--- src/rtl/dmem_bus_bridge.sv ---
// Turns the single-cycle datapath's combinational load/store request into a valid/ready
// bus transaction and stalls the core until it completes. Optional macro: BUS_TIMEOUT_EN.
module dmem_bus_bridge #(
  parameter int ADDR_W         = 32,
  parameter int DATA_W         = 32,
  parameter int TIMEOUT_CYCLES = 255
) (
  input  logic              clk,
  input  logic              reset,
  input  logic              memread,
  input  logic              memwrite,
  input  logic [ADDR_W-1:0] addr,
  input  logic [DATA_W-1:0] wdata,
  output logic [DATA_W-1:0] rdata,
  output logic              stall,
  output logic              bus_req_valid,
  input  logic              bus_req_ready,
  output logic              bus_req_we,
  output logic [ADDR_W-1:0] bus_req_addr,
  output logic [DATA_W-1:0] bus_req_wdata,
  input  logic              bus_resp_valid,
  input  logic [DATA_W-1:0] bus_resp_data,
  output logic              bus_resp_ready,
  output logic              err
);

  typedef enum logic [1:0] {IDLE, REQ, RESP, DONE} state_t;

  localparam logic [DATA_W-1:0] TMO_DATA = DATA_W'(32'hDEADBEEF);

  state_t state, state_nxt;
  logic   mem_op;
  logic   tmo_abort;

  assign mem_op = memread | memwrite;
  assign stall  = mem_op && (state != DONE);

  // The bus only ever sees word addresses, so the byte offset is dropped.
  logic unused_addr_lsbs;
  assign unused_addr_lsbs = ^addr[1:0];

`ifdef BUS_TIMEOUT_EN
  localparam int CNT_RAW = $clog2(TIMEOUT_CYCLES + 1);
  localparam int CNT_W   = (CNT_RAW < 8) ? 8 : ((CNT_RAW > 32) ? 32 : CNT_RAW);

  logic [CNT_W-1:0] tmo_cnt;
  logic             busy;
  logic             tmo_hit;

  assign busy    = (state == REQ) || (state == RESP);
  assign tmo_hit = busy && (tmo_cnt == CNT_W'(TIMEOUT_CYCLES - 1));
  // A response landing on the final allowed cycle still completes normally.
  assign tmo_abort = tmo_hit && !((state == RESP) && bus_resp_valid);

  always_ff @(posedge clk or negedge reset) begin
    if (!reset) begin
      tmo_cnt <= '0;
    end else if (busy) begin
      tmo_cnt <= tmo_cnt + 1'b1;
    end else begin
      tmo_cnt <= '0;
    end
  end
`else
  logic [31:0] unused_timeout;
  assign unused_timeout = 32'(TIMEOUT_CYCLES);
  assign tmo_abort      = 1'b0;
`endif

  always_ff @(posedge clk or negedge reset) begin
    if (!reset) begin
      state <= IDLE;
    end else begin
      state <= state_nxt;
    end
  end

  always_comb begin
    state_nxt = state;
    case (state)
      IDLE: if (mem_op) state_nxt = REQ;
      REQ: begin
        if (tmo_abort) begin
          state_nxt = DONE;
        end else if (bus_req_valid && bus_req_ready) begin
          state_nxt = RESP;
        end
      end
      RESP: if (bus_resp_valid || tmo_abort) state_nxt = DONE;
      DONE: state_nxt = IDLE;
      default: state_nxt = IDLE;
    endcase
  end

  // Bus-facing registers; CPU inputs are sampled only when a request starts in IDLE.
  always_ff @(posedge clk or negedge reset) begin
    if (!reset) begin
      bus_req_valid  <= 1'b0;
      bus_req_we     <= 1'b0;
      bus_req_addr   <= '0;
      bus_req_wdata  <= '0;
      bus_resp_ready <= 1'b0;
      rdata          <= '0;
      err            <= 1'b0;
    end else begin
      case (state)
        IDLE: begin
          if (mem_op) begin
            bus_req_addr  <= {addr[ADDR_W-1:2], 2'b00};
            bus_req_wdata <= wdata;
            bus_req_we    <= memwrite;
            bus_req_valid <= 1'b1;
          end
        end
        REQ: begin
          if (bus_req_ready) begin
            bus_req_valid  <= 1'b0;
            bus_resp_ready <= 1'b1;
          end
        end
        RESP: begin
          if (bus_resp_valid) begin
            bus_resp_ready <= 1'b0;
            if (!bus_req_we) rdata <= bus_resp_data;
          end
        end
        default: ;
      endcase
      if (tmo_abort) begin
        bus_req_valid  <= 1'b0;
        bus_resp_ready <= 1'b0;
        err            <= 1'b1;
        if (!bus_req_we) rdata <= TMO_DATA;
      end
    end
  end

endmodule

--- config.mk ---
export PLATFORM = sky130hd
export DESIGN_NAME = dmem_bus_bridge
export DESIGN_NICKNAME = d
export VERILOG_FILES = /design/src/rtl/dmem_bus_bridge.sv
export SDC_FILE = /design/constraint.sdc
export NUM_CORES = 1
export LEC_CHECK = 0
export ABC_CLOCK_PERIOD_IN_PS = 1790
export CORE_ASPECT_RATIO = 0.7
export CORE_UTILIZATION = 45
export DETAILED_ROUTE_END_ITERATION = 8
export DONT_BUFFER_PORTS = 1
export GPL_TIMING_DRIVEN = 0
export PLACE_DENSITY = 0.63
export SYNTH_ARGS = -nofsm -noshare
export SYNTH_HDL_FRONTEND = slang
export SYNTH_SLANG_ARGS = --single-unit
--- constraint.sdc ---
create_clock -name clk -period 1.79 [get_ports clk]
set_input_delay 0.358 -clock clk [delete_from_list [all_inputs] [get_ports clk]]
set_output_delay 0.358 -clock clk [all_outputs]
set_load 0.03 [all_outputs]
==> flow_summary.ini <==
[critical_path]
setup.worst_path.start = state[0]$_DFFE_PN0P_
cp.required_ps = 2000
critPathCaptureType = flop
r2r_cells = 7
criticalPathCategory = flop to flop
critical_path.max_fanout = 10
worst_r2r_startpoint = state[0]$_DFFE_PN0P_
setup.worst_path.start_class = flop
worst_ep_arrival_time_ps = 1950

[route]
drc = 0
post_drt_wl_per_cell_um = 19.9
routed_wirelength_um = 7510
drtPass1Iterations = 3
final_antenna_net_count = 0
detailedRoute.firstIterationViolations = 69
routed-via-count = 1965
avgViaCountPerCell = 5.21

[floorplan]
num_rows = 28
fp.dieArea_um2 = 9300
die_height_um = 81.0
initial_utilization_pct = 46.9
design.core.area_um2 = 8550
horizontal_die_dimension_um = 115
total_i_o_pin_count = 203

[final_layout]
finalNetCount = 360
multi_input_comb_area_um2 = 1400
layout-drive-gt1-share_pct = 51.4
final_design_area_no_fill_um2 = 4530
finalNonFillerCells = 377
layout.cells.most_common_list = sky130_fd_sc_hd__dfrtp_1 (99), sky130_fd_sc_hd__mux2_2 (65), sky130_fd_sc_hd__mux2_4 (30), sky130_fd_sc_hd__buf_4 (9), sky130_fd_sc_hd__clkbuf_16 (9)
flip_flop_and_latch_area_um2 = 2480
syn2layout_area_growth_pct = 12.8
layout_commonest_cell = sky130_fd_sc_hd__dfrtp_1
n_fill_cell = 731
n_antenna_cell = 0

[logic_synthesis]
post_synth_inst_count = 239
ys_seq_elements = 99
post_synth_instance_area_um2 = 4010
yosys.area.top_type = sky130_fd_sc_hd__dfrtp_1
synth_top_area_share_pct = 61.7
synth.area.top_cells = sky130_fd_sc_hd__dfrtp_1 (62%), sky130_fd_sc_hd__mux2_2 (18%), sky130_fd_sc_hd__mux2_4 (11%), sky130_fd_sc_hd__buf_4 (1.7%), sky130_fd_sc_hd__ha_1 (1.6%)
yosys_warnings = 0
post_synth_num_cell_types = 23
synth.yosys.seq_area_share_pct = 61.7
post_synth.cell_area_avg_um2 = 16.8

[timing]
finalWorstPathRequiredPeriod_ps = 1740
timing.final.setup_violations = 0
final.setup_skew_ps = 5.98
timing.final.max_slew_violations = 0
max_freq_mhz = 574
period_utilisation_layout_pct = 97.3
final-hold-violation-count = 99
unrepaired_setup_endpoints_after_global_routing = true
hold-worst-slack_ps = -284

[outcome]
failed_checks = hold timing
status = finished with violations

[power_and_ir_drop]
total_power_mw = 11.1
p_leak_nw = 2.09
vdd_drop_max_uv = 1030
cellPowerDensity_nw_per_um2 = 2450

[global_routing]
grt_pass1_vias = 2077
grt_antenna_before_repair = 0
grt_use_total_pct = 16.1
pin_count_of_the_biggest_net_entering_global_routing = 100
grt_first_pass_wirelength_um = 11000
globalRouteOverflowTotal = 0

[clocking]
cts.path.max_buffers = 2
cts.htree.levels = 3
path_clk_slew_ps = 70
cts_sinks = 99
cts-root-buf = sky130_fd_sc_hd__clkbuf_16
worst_skew_pair.late_latency_ps = 330
tritoncts.num_buffers = 9
cts_tree = built

[job]
number_of_max_cap_violations = 0

[placed_design]
dpl-instance-area_um2 = 4170
place.detailed.instances = 361
gp_congestion = 0.767
dp_hpwl_um = 5390
port-buffer-count = 0

[worst_hold_path]
worst_hold_path_type = primary input to async pin
-- kinds of logic after synthesis --
family / Yosys count / synth area share (%)
compound gates: 9 / 1.81
flops: 99 / 61.7
other cells: 1 / 0.0935
buf+inv: 18 / 3.93
simple gates: 12 / 1.40
fa+ha+maj: 5 / 1.56
mux: 95 / 29.5
-- worst max-delay path, cell delays in order (launching register included) --
cell and delay (ps):
sky130_fd_sc_hd__dfrtp_1 440, sky130_fd_sc_hd__inv_2 90, sky130_fd_sc_hd__ha_2 210, sky130_fd_sc_hd__nand2_1 80
sky130_fd_sc_hd__or2_1 220, sky130_fd_sc_hd__buf_6 150, sky130_fd_sc_hd__buf_12 150, sky130_fd_sc_hd__mux2_4 300
-- timing repair --
item | in CTS | in global routing
hold endpoints to repair | 99 | 99
resized for setup | 3 | 3
buffers inserted | 0 | 1
pin swaps | 0 | 0
endpoints found under the setup margin | 60 | 81
-- metal layers --
| layer | global-route usage, % | up-vias | share of wire, % |
|---|---|---|---|
| met4 | 6.23 | 0 | 0.99 |
| met2 | 25.2 | 125 | 47 |
| met3 | 8.51 | 9 | 12 |
| li1 | - | 852 | - |
| met1 | 18.8 | 979 | 39 |
| met5 | 0 | - | 0 |
-- power by group --
group,switching (mW),leakage [nW],internal [mW]
combinational,0.841,0.760,1.68
sequential,3.12,1.17,3.37
clock,0.772,0.162,1.29
total,4.74,2.09,6.34
-- final cells by class --
class	count	area share, %
sequential	99	54.7
multi-input combinational	124	31.0
clock buffer	11	5.58
tap	120	3.32
buffer	13	3.15
clock inverter	4	1.63
inverter	5	0.415
timing repair buffer	1	0.166
-- state kept, by name, summed over array words and instances, names as in the netlist --
signal and count:
bus_req_wdata 32, rdata 32, bus_req_addr 30, state 2
bus_req_valid 1, bus_req_we 1, bus_resp_ready 1
-- synth_stat cells, drive strengths merged --
| cell | instances |
|---|---|
| a21boi | 1 |
| or2 | 2 |
| dfrtp | 99 |
| nand2 | 4 |
| o32a | 1 |
| inv | 5 |
| o21ai | 1 |
| nand3 | 1 |
| nor2 | 3 |
| conb | 1 |
| mux2 | 95 |
| nor2b | 1 |
| a22o | 1 |
| a221oi | 2 |
| a21oi | 2 |
| o31ai | 1 |
| buf | 13 |
| or3 | 1 |
| ha | 5 |
-- stage by stage --
stage | worst slack [ps] | setup TNS, ps | util (%) | hold WS (ps)
floorplan | 153 | 0 | - | 62.4
global placement | -65.8 | -1280 | 48.8 | 64.8
detailed placement | -92.3 | -3000 | 48.8 | 64.4
CTS | 20.0 | 0 | 52.8 | -302
global route | -46.9 | -1380 | 53.0 | -312
finish | 47.6 | 0 | 53.0 | -284
-- worst paths after layout --
check,to,slack [ps]
max,rdata[6]$_DFFE_PN0P_,50
max in group asynchronous,rdata[30]$_DFFE_PN0P_,1920
min reg2reg,state[1]$_DFFE_PN0P_,580
max reg2reg,rdata[6]$_DFFE_PN0P_,50
min,bus_req_wdata[25]$_DFFE_PN0P_,-280
min in group clk,bus_req_we$_DFFE_PN0P_,140
Note: power is estimated with default switching activity, not from simulation.
